$ cat config.mk
export PLATFORM = sky130hd
export DESIGN_NAME = decode_stage_n
export DESIGN_NICKNAME = d
export VERILOG_FILES = /design/src/rtl/decode_pkg.sv /design/src/rtl/decode_lane.sv /design/src/rtl/decode_stage_n.sv
export SDC_FILE = /design/constraint.sdc
export NUM_CORES = 1
export LEC_CHECK = 0
export BUFFER_PORTS_ARGS = -buffer_cell sky130_fd_sc_hd__buf_2
export CORE_MARGIN = 1.5
export CORE_UTILIZATION = 35
export CTS_BUF_LIST = sky130_fd_sc_hd__clkbuf_8
export DETAILED_ROUTE_END_ITERATION = 16
export GPL_ROUTABILITY_DRIVEN = 0
export PLACE_DENSITY = 0.68
export SKIP_CTS_REPAIR_TIMING = 1
export SLEW_MARGIN = 20
export SYNTH_ARGS = -nofsm -noshare
export SYNTH_HDL_FRONTEND = slang
export SYNTH_SLANG_ARGS = --single-unit
$ cat constraint.sdc
create_clock -name clk -period 3.6 [get_ports clk]
set_clock_uncertainty 0.2 [all_clocks]
set_input_delay 0.72 -clock clk [delete_from_list [all_inputs] [get_ports clk]]
set_output_delay 0.72 -clock clk [all_outputs]
set_load 0.05 [all_outputs]
$ cat src/rtl/decode_pkg.sv
// rtl/decode_pkg.sv - shared decode constants, class enum, lane result structs and immediate helper
package decode_pkg;

    localparam logic [6:0] OP_ALU_R = 7'b0110011;
    localparam logic [6:0] OP_ALU_I = 7'b0010011;
    localparam logic [6:0] OP_LOAD  = 7'b0000011;
    localparam logic [6:0] OP_STORE = 7'b0100011;

    localparam logic [2:0] F3_ADD_SUB = 3'b000;
    localparam logic [2:0] F3_XOR     = 3'b100;
    localparam logic [2:0] F3_SRA     = 3'b101;
    localparam logic [2:0] F3_ANDI    = 3'b111;
    localparam logic [2:0] F3_WORD    = 3'b010;

    localparam logic [6:0] F7_BASE = 7'b0000000;
    localparam logic [6:0] F7_ALT  = 7'b0100000;

    typedef enum logic [2:0] {
        CLS_NOP     = 3'd0,
        CLS_ALU_R   = 3'd1,
        CLS_ALU_I   = 3'd2,
        CLS_LOAD    = 3'd3,
        CLS_STORE   = 3'd4,
        CLS_ILLEGAL = 3'd7
    } class_t;

    typedef enum logic [1:0] {
        BUF_EMPTY = 2'd0,
        BUF_ONE   = 2'd1,
        BUF_FULL  = 2'd2
    } buf_state_t;

    // Everything that leaves the stage for one lane
    typedef struct packed {
        logic [31:0] instr;
        logic [6:0]  opcode;
        logic [2:0]  func3;
        logic [6:0]  func7;
        logic [4:0]  rs1;
        logic [4:0]  rs2;
        logic [4:0]  rd;
        logic [31:0] imm;
        class_t      cls;
        logic        rd_we;
    } lane_out_t;

    // Register-read flags are only needed for the in-bundle dependency check
    typedef struct packed {
        lane_out_t o;
        logic      reads_rs1;
        logic      reads_rs2;
    } lane_dec_t;

    function automatic logic [31:0] imm_gen(input class_t cls, input logic [31:0] instr);
        case (cls)
            CLS_ALU_I, CLS_LOAD: imm_gen = {{20{instr[31]}}, instr[31:20]};
            CLS_STORE:           imm_gen = {{20{instr[31]}}, instr[31:25], instr[11:7]};
            default:             imm_gen = 32'd0;
        endcase
    endfunction

endpackage

$ cat src/rtl/decode_lane.sv
// rtl/decode_lane.sv - combinational single-lane field split, classification and immediate generation
module decode_lane
    import decode_pkg::*;
(
    input  logic        lane_en,
    input  logic [31:0] instr,
    output lane_dec_t   dec
);

    logic [6:0] opcode;
    logic [2:0] func3;
    logic [6:0] func7;
    class_t     cls;

    assign opcode = instr[6:0];
    assign func3  = instr[14:12];
    assign func7  = instr[31:25];

    always_comb begin
        cls = CLS_ILLEGAL;
        case (opcode)
            OP_ALU_R: begin
                if ((func7 == F7_BASE && (func3 == F3_ADD_SUB || func3 == F3_XOR)) ||
                    (func7 == F7_ALT  && (func3 == F3_ADD_SUB || func3 == F3_SRA)))
                    cls = CLS_ALU_R;
            end
            OP_ALU_I: if (func3 == F3_ADD_SUB || func3 == F3_ANDI) cls = CLS_ALU_I;
            OP_LOAD:  if (func3 == F3_WORD) cls = CLS_LOAD;
            OP_STORE: if (func3 == F3_WORD) cls = CLS_STORE;
            default:  cls = CLS_ILLEGAL;
        endcase
    end

    // A disabled lane decodes to all zeros, including the raw instruction
    always_comb begin
        dec = '0;
        if (lane_en) begin
            dec.o.instr  = instr;
            dec.o.opcode = opcode;
            dec.o.func3  = func3;
            dec.o.func7  = func7;
            dec.o.rs1    = instr[19:15];
            dec.o.rs2    = instr[24:20];
            dec.o.rd     = instr[11:7];
            dec.o.imm    = imm_gen(cls, instr);
            dec.o.cls    = cls;
            dec.o.rd_we  = (cls == CLS_ALU_R || cls == CLS_ALU_I || cls == CLS_LOAD) &&
                           (instr[11:7] != 5'd0);
            dec.reads_rs1 = (cls == CLS_ALU_R || cls == CLS_ALU_I ||
                             cls == CLS_LOAD  || cls == CLS_STORE);
            dec.reads_rs2 = (cls == CLS_ALU_R || cls == CLS_STORE);
        end
    end

endmodule

$ cat src/rtl/decode_stage_n.sv
// rtl/decode_stage_n.sv - registered N-lane RV32I decode stage with RAW flags behind a 2-entry skid buffer
module decode_stage_n
    import decode_pkg::*;
#(
    parameter int LANES = 2
) (
    input  logic                 clk,
    input  logic                 rst_n,
    input  logic                 flush,
    input  logic                 in_valid,
    output logic                 in_ready,
    input  logic [LANES-1:0]     in_lane_en,
    input  logic [32*LANES-1:0]  in_instr,
    output logic                 out_valid,
    input  logic                 out_ready,
    output logic [LANES-1:0]     out_lane_en,
    output logic [32*LANES-1:0]  out_instr,
    output logic [7*LANES-1:0]   out_opcode,
    output logic [3*LANES-1:0]   out_func3,
    output logic [7*LANES-1:0]   out_func7,
    output logic [5*LANES-1:0]   out_rs1,
    output logic [5*LANES-1:0]   out_rs2,
    output logic [5*LANES-1:0]   out_rd,
    output logic [32*LANES-1:0]  out_imm,
    output logic [3*LANES-1:0]   out_class,
    output logic [LANES-1:0]     out_rd_we,
    output logic [LANES-1:0]     out_dep
);

    lane_dec_t [LANES-1:0] dec;
    logic      [LANES-1:0] dep_c;

    for (genvar g = 0; g < LANES; g++) begin : g_lane
        decode_lane u_lane (
            .lane_en (in_lane_en[g]),
            .instr   (in_instr[32*g +: 32]),
            .dec     (dec[g])
        );
    end

    // Disabled lanes decode with rd_we=0 and no reads, so they never create or receive a dependency
    always_comb begin
        dep_c = '0;
        for (int j = 1; j < LANES; j++) begin
            for (int i = 0; i < j; i++) begin
                if (dec[i].o.rd_we &&
                    ((dec[j].reads_rs1 && dec[i].o.rd == dec[j].o.rs1) ||
                     (dec[j].reads_rs2 && dec[i].o.rd == dec[j].o.rs2)))
                    dep_c[j] = 1'b1;
            end
        end
    end

    buf_state_t state, next_state;
    logic       in_ready_q;
    logic       in_fire, out_fire, main_valid;
    logic       ld_main_in, ld_main_skid, ld_skid;

    lane_out_t [LANES-1:0] main_q, skid_q;
    logic      [LANES-1:0] main_en, skid_en, main_dep, skid_dep;

    assign main_valid = (state != BUF_EMPTY);
    assign in_fire    = in_valid & in_ready_q;
    assign out_fire   = main_valid & out_ready;

    always_comb begin
        next_state   = state;
        ld_main_in   = 1'b0;
        ld_main_skid = 1'b0;
        ld_skid      = 1'b0;
        if (flush) begin
            next_state = BUF_EMPTY;
        end else begin
            case (state)
                BUF_EMPTY: begin
                    if (in_fire) begin
                        next_state = BUF_ONE;
                        ld_main_in = 1'b1;
                    end
                end
                BUF_ONE: begin
                    if (in_fire && out_fire) begin
                        ld_main_in = 1'b1;
                    end else if (out_fire) begin
                        next_state = BUF_EMPTY;
                    end else if (in_fire) begin
                        next_state = BUF_FULL;
                        ld_skid    = 1'b1;
                    end
                end
                BUF_FULL: begin
                    if (out_fire) begin
                        next_state   = BUF_ONE;
                        ld_main_skid = 1'b1;
                    end
                end
                default: next_state = BUF_EMPTY;
            endcase
        end
    end

    always_ff @(posedge clk or negedge rst_n) begin
        if (!rst_n) begin
            state      <= BUF_EMPTY;
            in_ready_q <= 1'b1;
        end else begin
            state      <= next_state;
            in_ready_q <= (next_state != BUF_FULL);
        end
    end

    always_ff @(posedge clk or negedge rst_n) begin
        if (!rst_n) begin
            main_q   <= '0;
            main_en  <= '0;
            main_dep <= '0;
            skid_q   <= '0;
            skid_en  <= '0;
            skid_dep <= '0;
        end else if (flush) begin
            main_q   <= '0;
            main_en  <= '0;
            main_dep <= '0;
        end else begin
            if (ld_main_in) begin
                for (int i = 0; i < LANES; i++) main_q[i] <= dec[i].o;
                main_en  <= in_lane_en;
                main_dep <= dep_c;
            end else if (ld_main_skid) begin
                main_q   <= skid_q;
                main_en  <= skid_en;
                main_dep <= skid_dep;
            end
            if (ld_skid) begin
                for (int i = 0; i < LANES; i++) skid_q[i] <= dec[i].o;
                skid_en  <= in_lane_en;
                skid_dep <= dep_c;
            end
        end
    end

    assign in_ready    = in_ready_q;
    assign out_valid   = main_valid;
    assign out_lane_en = main_en;
    assign out_dep     = main_dep;

    for (genvar g = 0; g < LANES; g++) begin : g_out
        assign out_instr [32*g +: 32] = main_q[g].instr;
        assign out_opcode[7*g  +: 7]  = main_q[g].opcode;
        assign out_func3 [3*g  +: 3]  = main_q[g].func3;
        assign out_func7 [7*g  +: 7]  = main_q[g].func7;
        assign out_rs1   [5*g  +: 5]  = main_q[g].rs1;
        assign out_rs2   [5*g  +: 5]  = main_q[g].rs2;
        assign out_rd    [5*g  +: 5]  = main_q[g].rd;
        assign out_imm   [32*g +: 32] = main_q[g].imm;
        assign out_class [3*g  +: 3]  = main_q[g].cls;
        assign out_rd_we [g]          = main_q[g].rd_we;
    end

endmodule

# Word level (Yosys, flattened, before mapping)
# Cells that the tools add are included.
[op_classes]
n_reduce_logical = 39
n_eq_ne = 31
n_mux = 42
bitwise = 3
[op_table]
columns = ["op", "count"]
rows = [
  ["200-bit 2-to-1 mux", 3],
  ["102-bit 2-to-1 mux", 2],
  ["32-bit one-hot mux with 2 select lines", 2],
  ["7-bit by 6-bit == test with 1-bit output, second input constant", 6],
  ["2-bit 2-to-1 mux", 14],
  ["3-bit == test, second input constant", 8],
  ["3-bit one-hot mux with 4 select lines", 2],
  ["3-bit by 2-bit == test with 1-bit output, second input constant", 6],
  ["3-bit 2-to-1 mux", 6],
  ["1-bit logical OR", 17],
  ["7-bit by 2-bit == test with 1-bit output, second input constant", 2],
  ["7-bit by 5-bit == test with 1-bit output, second input constant", 2],
  ["7-bit logical NOT", 2],
  ["1-bit 2-to-1 mux", 11],
  ["5-bit == test", 2],
  ["1-bit logical AND", 10],
  ["5-bit nonzero test", 2],
  ["3-bit by 1-bit == test with 1-bit output, second input constant", 2],
  ["3-bit logical NOT", 2],
  ["2-bit one-hot mux with 3 select lines", 1],
  ["2-bit OR reduction", 2],
  ["3-bit nonzero test", 1],
  ["1-bit AND", 2],
  ["2-bit by 1-bit == test with 1-bit output, second input constant", 1],
  ["7 further kinds", 7],
]
[totals]
out_inout_bits = 206
elab_cells = 161
ff_bits = 410

# Longest topological paths before layout
# Gate-level depths: netlist (run 1).
[depth]
ltp_word = 18
ltp_mapped = 8
ltp_nobuf = 6

# Modules after synthesis
# Synthesis (run 1) repeated with hierarchy kept, for this count alone.
[hier_totals]
hier_cells = 2080
hier_area_um2 = 19054.5
[by_module_without_submodules]
columns = ["module", "area_each_um2", "cells_each", "n_inst"]
rows = [
  ["decode_stage_n", 17062.6, 1790, 1],
  ["decode_lane", 996.0, 145, 2],
]

# Worst setup path after synthesis (run 1)
# Ideal clock, no wire load.
[synth_timing]
path_kind = "input to register"
from = "in in_instr[36]"
to = "reg main_dep[1] (netlist: out_dep[1])"
t_arrival_ns = 2.020
path_buffers = 1
setup_slack_ns = 1.270
setup_time_ns = 0.110
path_stages = 7
required_ns = 3.290
cell_sequence = "buf_6 or3b_1 a211oi_2 o21ai_1 o31ai_1 nand2_1 o41ai_1"
[synth_between]
elab_chain_len = 13
[synth_rtl]
columns = ["item", "line", "text"]
rows = [
  ["from (decl)", "decode_stage_n.sv:13", "input logic [32*LANES-1:0] in_instr,"],
  ["7-bit by 6-bit == test with 1-bit output (tied with other cells)", "decode_lane.sv:21", "case (opcode)"],
  ["3-bit one-hot mux with 4 select lines *", "decode_lane.sv:21", ""],
  ["3-bit by 1-bit == test with 1-bit output or 3-bit by 2-bit == test with 1-bit output (tied branches)", "decode_lane.sv:49, decode_lane.sv:51", ""],
  ["1-bit logical OR (2 in a row)", "decode_lane.sv:49", "dec.reads_rs1 = (cls == CLS_ALU_R || cls == CLS_ALU_I ||"],
  ["1-bit logical OR", "decode_lane.sv:50", "cls == CLS_LOAD || cls == CLS_STORE);"],
  ["102-bit 2-to-1 mux *", "decode_lane.sv:37", "if (lane_en) begin"],
  ["1-bit logical AND", "decode_stage_n.sv:47", "((dec[j].reads_rs1 && dec[i].o.rd == dec[j].o.rs1) ||"],
  ["1-bit logical OR *", "decode_stage_n.sv:47", ""],
  ["1-bit logical AND *", "decode_stage_n.sv:46", "if (dec[i].o.rd_we &&"],
  ["1-bit 2-to-1 mux *", "decode_stage_n.sv:46", ""],
  ["2-bit 2-to-1 mux *", "decode_stage_n.sv:125", "if (ld_main_in) begin"],
  ["2-bit 2-to-1 mux *", "decode_stage_n.sv:120", "end else if (flush) begin"],
  ["to (signal assigned)", "decode_stage_n.sv:128", "main_dep <= dep_c;"],
  ["to (signal assigned)", "decode_stage_n.sv:132", "main_dep <= skid_dep;"],
  ["to (decl)", "decode_stage_n.sv:60", "logic [LANES-1:0] main_en, skid_en, main_dep, skid_dep;"],
]
# Every way passes the cells marked *; elsewhere a longest branch is shown, timed or not.
# A chain may end at the register's enable or synchronous reset.

# Final worst setup path (run 1)
[layout_timing]
from = "reg in_ready_q (netlist: in_ready)"
to = "reg main_q (netlist bit out_instr[17])"
[layout_between]
elab_chain_len = 7
[layout_rtl]
columns = ["item", "line", "text"]
rows = [
  ["from (decl)", "decode_stage_n.sv:55", "logic in_ready_q;"],
  ["from (signal assigned)", "decode_stage_n.sv:108", "in_ready_q <= (next_state != BUF_FULL);"],
  ["1-bit AND *", "decode_stage_n.sv:63", "assign in_fire = in_valid & in_ready_q;"],
  ["1-bit logical AND", "decode_stage_n.sv:82", "if (in_fire && out_fire) begin"],
  ["1-bit 2-to-1 mux", "decode_stage_n.sv:82", ""],
  ["1-bit one-hot mux with 2 select lines *", "decode_stage_n.sv:74", "case (state)"],
  ["1-bit 2-to-1 mux *", "decode_stage_n.sv:71", "if (flush) begin"],
  ["200-bit 2-to-1 mux", "decode_stage_n.sv:125", ""],
  ["200-bit 2-to-1 mux", "decode_stage_n.sv:120", ""],
  ["to (signal assigned)", "decode_stage_n.sv:130", "main_q <= skid_q;"],
  ["to (decl)", "decode_stage_n.sv:59", "lane_out_t [LANES-1:0] main_q, skid_q;"],
]
# Marks and branches as above.

==> results of run 1 <==
==> worst paths after layout <==
check                      startpoint             to  depth (start not counted)
max in group asynchronous       rst_n  out_instr[43]                          2
setup reg to reg             in_ready  out_instr[17]                          5
setup / recovery             in_ready  out_instr[17]                          5
hold reg to reg            out_imm[0]     out_imm[0]                          2
min in group clk           out_imm[0]     out_imm[0]                          2
hold / removal                  rst_n  out_instr[28]                          1
==> layer usage <==
layer / wire, µm / up-vias / track usage, %
met5: 0 / - / 0
met3: 1700 / 45 / 3.78
met4: 801 / 0 / 7.18
met1: 13600 / 4248 / 26.7
li1: - / 4160 / -
met2: 13600 / 286 / 29.9
==> worst max-delay path, cell delays in order, from the launching register on <==
cell and delay, ns:
sky130_fd_sc_hd__dfstp_2 0.53, sky130_fd_sc_hd__nand2_1 0.14, sky130_fd_sc_hd__or3_2 0.83, sky130_fd_sc_hd__buf_4 0.34
sky130_fd_sc_hd__and3_1 0.17, sky130_fd_sc_hd__a211oi_1 0.22
==> state kept, by name, summed over array words and instances, names as in the netlist, 2 cells and up <==
name / cells
state: 2
out_imm: 24
out_instr: 64
out_rd_we: 2
skid_en: 2
skid_q: 96
out_class: 6
out_lane_en: 2
==> cell families after synthesis <==
kind of cell / after synthesis
other cells: 1
mux: 6
xor+xnor: 9
buf+inv: 191
simple gates: 483
flops: 201
compound gates: 260
==> stage by stage <==
| step | area [µm²] | utilization [%] | power (mW) | std cells |
|---|---|---|---|---|
| 5_1_grt | 11900 | 41.3 | 6.32 | 1702 |
| 3_5_place_dp | 11200 | 39.0 | 4.07 | 1642 |
| 2_1_floorplan | 10300 | - | 3.75 | 1151 |
| 6_report | 11900 | 41.3 | 6.04 | 1702 |
| 4_1_cts | 11900 | 41.3 | 6.10 | 1702 |
| 3_3_place_gp | 11200 | 39.0 | 4.04 | 1642 |
==> cells in the mapped netlist (4+ instances only) <==
cell type                  instances
sky130_fd_sc_hd__a21o_1            8
sky130_fd_sc_hd__buf_2            13
sky130_fd_sc_hd__and3_1           81
sky130_fd_sc_hd__dfrtp_1         200
sky130_fd_sc_hd__a22oi_1          10
sky130_fd_sc_hd__nor2_1           10
sky130_fd_sc_hd__xor2_1            6
sky130_fd_sc_hd__a211oi_1         78
sky130_fd_sc_hd__nor3_1            6
sky130_fd_sc_hd__o21ai_0         102
sky130_fd_sc_hd__nor2b_1           4
sky130_fd_sc_hd__nand2_1         336
sky130_fd_sc_hd__o22ai_1           7
sky130_fd_sc_hd__o21ai_1           6
sky130_fd_sc_hd__o22a_2            5
sky130_fd_sc_hd__buf_4           105
sky130_fd_sc_hd__clkbuf_1         59
sky130_fd_sc_hd__a22o_1           15
sky130_fd_sc_hd__a21oi_1           4
sky130_fd_sc_hd__nand3_1          10
sky130_fd_sc_hd__buf_1             8
sky130_fd_sc_hd__mux2_2            6
sky130_fd_sc_hd__nor3b_1           4
==> power groups by stage <==
| stage | clock network [mW] | logic, mW | registers [mW] |
|---|---|---|---|
| after floorplan | 0 | 0.820 | 2.93 |
| after global placement | 0 | 1.36 | 2.68 |
| after detailed placement | 0 | 1.38 | 2.69 |
| after CTS | 2.07 | 1.38 | 2.65 |
| after global routing | 2.16 | 1.48 | 2.69 |
| final | 2.01 | 1.37 | 2.65 |
==> cell type report <==
cell class | count | area, µm²
fill | 2867 | 16900
inverter | 3 | 11.3
clock inverter | 16 | 68.8
sequential | 201 | 5030
tap | 384 | 480
clock buffer | 44 | 606
multi-input combinational | 759 | 4110
timing repair buffer | 295 | 1590
==> impl_metrics.prom, run 1 <==
# TYPE chip_impl_metric gauge
chip_impl_metric{name="hold_ws",unit="ns"} -0.0334
chip_impl_metric{name="max_freq",unit="MHz"} 390
chip_impl_metric{name="synth_edf_count",unit=""} 0
chip_impl_metric{name="async_s_r_ff_share_synth",unit="%"} 100
chip_impl_info{name="hp-class",value="primary input to async pin"} 1
chip_impl_metric{name="xor_xnor_fraction_of_synth_area",unit="%"} 0.768
chip_impl_metric{name="track_usage",unit="%"} 19.3
chip_impl_metric{name="port_buffers",unit=""} 275
chip_impl_metric{name="number_of_antenna_violations_at_the_first_check_in_global_routing",unit=""} 0
chip_impl_metric{name="routed_via_density",unit=""} 5.13
chip_impl_metric{name="ctsHtreeMaxLevel",unit=""} 2
chip_impl_metric{name="complex_gate_fraction_of_the_synthesized_area",unit="%"} 16.8
chip_impl_metric{name="die_w",unit="µm"} 174
chip_impl_metric{name="number_of_global_route_vias_before_repair",unit=""} 8282
chip_impl_metric{name="area_fraction_in_and_or_nand_and_nor_cells_after_synthesis",unit="%"} 21.5
chip_impl_metric{name="core",unit="µm²"} 28800
chip_impl_info{name="clockRootBuffer",value="sky130_fd_sc_hd__clkbuf_8"} 1
chip_impl_info{name="post_synth_main_area_contributors",value="sky130_fd_sc_hd__dfrtp_1, sky130_fd_sc_hd__nand2_1, sky130_fd_sc_hd__buf_4, sky130_fd_sc_hd__a211oi_1, sky130_fd_sc_hd__o21ai_0"} 1
chip_impl_metric{name="chipHeight",unit="µm"} 174
chip_impl_metric{name="p_leak",unit="nW"} 5.95
chip_impl_info{name="ys.flop_type",value="sky130_fd_sc_hd__dfrtp_1"} 1
chip_impl_metric{name="final_hold_violating_endpoints",unit=""} 9
chip_impl_metric{name="setup_viol",unit=""} 0
chip_impl_metric{name="synth_mux_area_share",unit="%"} 0.659
chip_impl_info{name="outcome",value="finished with violations"} 1
chip_impl_metric{name="cts_sinks",unit=""} 201
chip_impl_metric{name="power-per-cell-area",unit="nW/µm²"} 508
chip_impl_metric{name="setup_ws",unit="ns"} 1.03
chip_impl_metric{name="overflow_left_after_global_routing",unit=""} 0
chip_impl_metric{name="global_route_wire_length_before_repair",unit="mm"} 46.5
chip_impl_metric{name="synthToLayoutAreaGrowth",unit="%"} 15.9
chip_impl_metric{name="num-nets-final",unit=""} 1366
chip_impl_metric{name="fraction_of_the_yosys_area_taken_by_sequential_cells",unit="%"} 49.0
chip_impl_metric{name="final_layout_size_suffix_gt1_share",unit="%"} 27.8
chip_impl_info{name="failed_checks",value="hold timing"} 1
chip_impl_metric{name="clockBufferDepth",unit=""} 3
chip_impl_info{name="worst_setup_end_kind",value="register"} 1
chip_impl_metric{name="finalMaxSlewViolations",unit=""} 0
chip_impl_metric{name="cellInternalPower",unit="mW"} 3.94
chip_impl_metric{name="final_period_minus_worst_setup_slack",unit="ns"} 2.57
chip_impl_metric{name="via_count",unit=""} 8739
chip_impl_metric{name="route.detailed.drc",unit=""} 0
chip_impl_metric{name="power.net_switching",unit="mW"} 2.09
chip_impl_metric{name="design.die.area",unit="µm²"} 30300
chip_impl_metric{name="drt_first_iter_violations",unit=""} 698
chip_impl_info{name="criticalPathCategory",value="register to register"} 1
chip_impl_metric{name="wirelength",unit="mm"} 29.7
chip_impl_metric{name="synth.ff_latch_count",unit=""} 201
chip_impl_metric{name="iteration_count_of_the_initial_detailed_routing_pass",unit=""} 5
chip_impl_info{name="cts_tree",value="built"} 1
chip_impl_metric{name="synth_adder_area_share",unit="%"} 0
chip_impl_metric{name="critPathRequiredTime",unit="ns"} 3.80
chip_impl_metric{name="tns",unit="ns"} 0
chip_impl_metric{name="period_share",unit="%"} 71.3
chip_impl_metric{name="synth-warning-count",unit=""} 0
chip_impl_metric{name="drv_cap",unit=""} 0
chip_impl_metric{name="tightest_slew",unit="ns"} 0.776
chip_impl_metric{name="wire_per_inst",unit="µm"} 17.5
chip_impl_info{name="setup_repair_after_global_routing_missed_its_margin",value="no"} 1
chip_impl_metric{name="r2r_slack",unit="ns"} 1.03
chip_impl_metric{name="n_antenna_cell",unit=""} 0
chip_impl_info{name="post-synth-top-area-cell",value="sky130_fd_sc_hd__dfrtp_1"} 1
chip_impl_metric{name="area_of_the_mapped_netlist",unit="µm²"} 10300
chip_impl_metric{name="seq_power_share",unit="%"} 44.0
chip_impl_metric{name="site_rows",unit=""} 62
chip_impl_metric{name="clock_power_share",unit="%"} 33.3
chip_impl_info{name="layout.cells.most_common_list",value="sky130_fd_sc_hd__nand2_1, sky130_fd_sc_hd__buf_2, sky130_fd_sc_hd__dfrtp_1"} 1
chip_impl_metric{name="cts-buffers-inserted",unit=""} 35
chip_impl_metric{name="netSwitchingFraction",unit="%"} 34.6
chip_impl_info{name="cp-start-kind",value="register"} 1
chip_impl_metric{name="antenna_left",unit=""} 0
chip_impl_metric{name="grt_start_max_net_pins",unit=""} 94
chip_impl_info{name="synth_top_family_by_area",value="simple AND/OR/NAND/NOR gates"} 1
chip_impl_metric{name="synthesized_instance_count",unit=""} 1151
chip_impl_metric{name="vdd.ir_drop.worst",unit="mV"} 0.208
chip_impl_metric{name="clk_pin_slew",unit="ns"} 0.06
chip_impl_metric{name="ys_types",unit=""} 65
chip_impl_metric{name="p_comb_share",unit="%"} 22.7
chip_impl_metric{name="clock_insertion_delay_worst_skew",unit="ns"} 0.52
chip_impl_metric{name="cp.arrival",unit="ns"} 2.77
chip_impl_metric{name="synth_top_cell_area_share",unit="%"} 48.8
chip_impl_metric{name="detailedPlacementHpwl",unit="mm"} 19.9
chip_impl_metric{name="slew_headroom",unit="%"} 48.3
chip_impl_metric{name="mappedNetlistNets",unit=""} 1222
chip_impl_metric{name="critical_path.max_fanout",unit=""} 34
chip_impl_metric{name="ioPinCount",unit=""} 277
chip_impl_info{name="mostFrequentLayoutCell",value="sky130_fd_sc_hd__nand2_1"} 1
chip_impl_metric{name="pre_cts_ws",unit="ns"} 0.748
chip_impl_metric{name="initial_utilization",unit="%"} 35.6
chip_impl_metric{name="synth.avg_cell_area",unit="µm²"} 8.91
Power figures use the tool's default switching activity.
==> inputs of run 2 (changes only) <==
Clock period 3.6 ns to 2.65 ns, I/O delays scaled along.
==> run 2 against run 1 <==
  * Final cell count rose by 1.4%
  * Hold slack improved by 0.11 ns
  * Maximum frequency is 3.0% higher
  * The flow now finishes without violations
  * Power increased by 37%
  * Worst setup slack got worse by 0.88 ns
  * Die area unchanged
  * Wire length is 0.58% higher
  * Critical path type unchanged
==> impl_metrics.prom, run 2 (synthesis gave the netlist of run 1 again) <==
# TYPE chip_impl_metric gauge
chip_impl_info{name="cp-start-kind",value="register"} 1
chip_impl_metric{name="vdd.ir_drop.worst",unit="mV"} 0.276
chip_impl_metric{name="detailedPlacementHpwl",unit="mm"} 20.7
chip_impl_metric{name="ioPinCount",unit=""} 277
chip_impl_metric{name="grt_start_max_net_pins",unit=""} 83
chip_impl_metric{name="die_w",unit="µm"} 174
chip_impl_metric{name="slew_headroom",unit="%"} 48.0
chip_impl_metric{name="cts-buffers-inserted",unit=""} 37
chip_impl_metric{name="drt_first_iter_violations",unit=""} 535
chip_impl_info{name="crit_chain",value="nor2b_1 > and2_4 > nor3_2 > nor2_1 > a22oi_1 > o21ai_0"} 1
chip_impl_metric{name="placed_insts",unit=""} 1658
chip_impl_metric{name="number_of_global_route_vias_before_repair",unit=""} 8423
chip_impl_metric{name="via_count",unit=""} 8889
chip_impl_metric{name="critical-path-max-stage-delay",unit="ns"} 0.64
chip_impl_metric{name="detailroute.wirelength.met2",unit="mm"} 13.6
chip_impl_info{name="timing.hold.worst.start",value="in_instr[60]"} 1
chip_impl_metric{name="track_usage",unit="%"} 19.4
chip_impl_info{name="layout.cells.most_common_list",value="sky130_fd_sc_hd__nand2_1, sky130_fd_sc_hd__buf_2, sky130_fd_sc_hd__dfrtp_1"} 1
chip_impl_metric{name="p_leak",unit="nW"} 6.09
chip_impl_metric{name="netSwitchingFraction",unit="%"} 34.5
chip_impl_metric{name="fin_cells",unit=""} 1725
chip_impl_metric{name="path_buf_inv",unit=""} 0
chip_impl_metric{name="largest_reg_flops",unit=""} 96
chip_impl_metric{name="worstRegToRegCells",unit=""} 6
chip_impl_metric{name="power-per-cell-area",unit="nW/µm²"} 683
chip_impl_metric{name="core",unit="µm²"} 28800
chip_impl_metric{name="setup_viol",unit=""} 0
chip_impl_metric{name="p_comb_share",unit="%"} 22.8
chip_impl_info{name="mostFrequentLayoutCell",value="sky130_fd_sc_hd__nand2_1"} 1
chip_impl_metric{name="route.detailed.drc",unit=""} 0
chip_impl_metric{name="clock_insertion_delay_worst_skew",unit="ns"} 0.52
chip_impl_metric{name="iteration_count_of_the_initial_detailed_routing_pass",unit=""} 5
chip_impl_metric{name="site_rows",unit=""} 62
chip_impl_metric{name="clockBufferDepth",unit=""} 3
chip_impl_metric{name="global_route_wire_length_before_repair",unit="mm"} 46.7
chip_impl_info{name="crit_slowest_cell",value="sky130_fd_sc_hd__nor3_2"} 1
chip_impl_info{name="worst_setup_end_kind",value="register"} 1
chip_impl_metric{name="routed_via_density",unit=""} 5.15
chip_impl_metric{name="finalMaxSlewViolations",unit=""} 0
chip_impl_metric{name="worst_hold_path.num_cells",unit=""} 2
chip_impl_metric{name="wl_met1",unit="mm"} 13.5
chip_impl_metric{name="design.die.area",unit="µm²"} 30300
chip_impl_metric{name="fin_total_pwr",unit="mW"} 8.29
chip_impl_metric{name="clk_pin_slew",unit="ns"} 0.06
chip_impl_info{name="cts_tree",value="built"} 1
chip_impl_info{name="crit-reg2reg-launch",value="state[1]"} 1
chip_impl_metric{name="num-nets-final",unit=""} 1385
chip_impl_info{name="setup_repair_after_global_routing_missed_its_margin",value="no"} 1
chip_impl_metric{name="power.net_switching",unit="mW"} 2.86
chip_impl_info{name="cpLargestDelayFamily",value="simple AND/OR/NAND/NOR gates"} 1
chip_impl_metric{name="ctsHtreeMaxLevel",unit=""} 2
chip_impl_metric{name="tightest_slew",unit="ns"} 0.780
chip_impl_metric{name="seq_power_share",unit="%"} 43.5
chip_impl_info{name="holdPathEnd",value="out_imm[40]"} 1
chip_impl_metric{name="antenna_left",unit=""} 0
chip_impl_metric{name="synthToLayoutAreaGrowth",unit="%"} 18.3
chip_impl_metric{name="dr_wl_met3",unit="mm"} 1.72
chip_impl_info{name="hp-class",value="primary input to register"} 1
chip_impl_metric{name="final_period_minus_worst_setup_slack",unit="ns"} 2.49
chip_impl_metric{name="period_share",unit="%"} 94.0
chip_impl_info{name="criticalPathCategory",value="register to register"} 1
chip_impl_metric{name="r2r_slack",unit="ns"} 0.16
chip_impl_metric{name="wirelength",unit="mm"} 29.9
chip_impl_metric{name="max_freq",unit="MHz"} 401
chip_impl_metric{name="initial_utilization",unit="%"} 35.6
chip_impl_info{name="max_flop_register",value="skid_q"} 1
chip_impl_metric{name="clock_power_share",unit="%"} 33.8
chip_impl_metric{name="cts_sinks",unit=""} 201
chip_impl_metric{name="drv_cap",unit=""} 0
chip_impl_metric{name="cellInternalPower",unit="mW"} 5.43
chip_impl_metric{name="chipHeight",unit="µm"} 174
chip_impl_metric{name="overflow_left_after_global_routing",unit=""} 0
chip_impl_metric{name="critical_path.max_fanout",unit=""} 17
chip_impl_metric{name="critPathRequiredTime",unit="ns"} 2.80
chip_impl_metric{name="fillCellCount",unit=""} 2880
chip_impl_info{name="top_signal_layer_used",value="met4"} 1
chip_impl_metric{name="final_layout_size_suffix_gt1_share",unit="%"} 28.7
chip_impl_info{name="worstReg2RegEnd",value="out_imm[0]"} 1
chip_impl_metric{name="tns",unit="ns"} 0
chip_impl_metric{name="final_hold_violating_endpoints",unit=""} 0
chip_impl_metric{name="wire_per_inst",unit="µm"} 17.3
chip_impl_metric{name="cp.arrival",unit="ns"} 2.64
chip_impl_info{name="clockRootBuffer",value="sky130_fd_sc_hd__clkbuf_8"} 1
chip_impl_metric{name="port_buffers",unit=""} 275
chip_impl_metric{name="number_of_antenna_violations_at_the_first_check_in_global_routing",unit=""} 3
chip_impl_info{name="outcome",value="finished, final reports clean"} 1
-- run 2: cell types whose count changed in the layout (fill, tap and decap cells not counted) --
cell,change
sky130_fd_sc_hd__clkinv_2,+2
sky130_fd_sc_hd__bufinv_16,+1
sky130_fd_sc_hd__inv_6,-1
sky130_fd_sc_hd__clkinv_4,+1
sky130_fd_sc_hd__dlygate4sd3_1,+1
sky130_fd_sc_hd__buf_12,+7
sky130_fd_sc_hd__buf_4,+9
sky130_fd_sc_hd__diode_2,+3
sky130_fd_sc_hd__clkbuf_8,-2
sky130_fd_sc_hd__inv_1,+2
-- run 2: final cells by class --
class	instances	area, µm²	share of cell area [%]
Sequential cell	201	5030	41.4
Inverter	3	11.3	0.0928
Timing Repair Buffer	312	1810	14.9
Multi-Input combinational cell	759	4110	33.8
Clock inverter	21	116	0.959
Tap cell	384	480	3.96
Antenna cell	3	7.51	0.0618
Clock buffer	42	578	4.76
-- run 2: metal layers --
metal  vias up  track usage (%)
met5         -                0
met2       310             29.7
li1       4198                -
met3        64             3.54
met1      4317             26.8
met4         0             8.48
-- run 2: through the flow --
step           instance area (µm²)  utilization, %  worst slack [ns]  hold WS, ns
3_3_place_gp                 11400            39.7             0.170        0.236
5_1_grt                      12100            42.2            0.0479       0.0684
6_report                     12100            42.2             0.158       0.0777
3_5_place_dp                 11400            39.7            0.0946        0.238
2_1_floorplan                10300               -             0.364       0.0344
4_1_cts                      12100            42.1             0.147       -0.304
-- run 2: how the worst max path moves through the flow --
stage	start	to	slack [ns]	depth (start not counted)
floorplan	in_ready	out_imm[32]	0.36	6
global placement	in_instr[13]	out_dep[1]	0.17	7
detailed placement	in_instr[27]	out_dep[1]	0.09	7
CTS	state[1]	out_imm[0]	0.15	6
global route	state[1]	out_imm[1]	0.05	6
finish	state[1]	out_imm[0]	0.16	6
-- run 2: power groups by stage --
| stage | clock [mW] | combinational (mW) | sequential [mW] |
|---|---|---|---|
| finish | 2.80 | 1.89 | 3.60 |
| global route | 3.02 | 2.03 | 3.65 |
| CTS | 2.89 | 1.90 | 3.60 |
| detailed placement | 0 | 1.90 | 3.66 |
| global placement | 0 | 1.87 | 3.64 |
| floorplan | 0 | 1.11 | 3.98 |
-- run 2: worst reg2reg max path, cell delays in order, from the launching register on --
cell                      delay, ns
sky130_fd_sc_hd__dfrtp_1       0.44
sky130_fd_sc_hd__nor2b_1       0.21
sky130_fd_sc_hd__and2_4        0.27
sky130_fd_sc_hd__nor3_2        0.64
sky130_fd_sc_hd__nor2_1        0.23
sky130_fd_sc_hd__a22oi_1       0.24
sky130_fd_sc_hd__o21ai_0       0.09
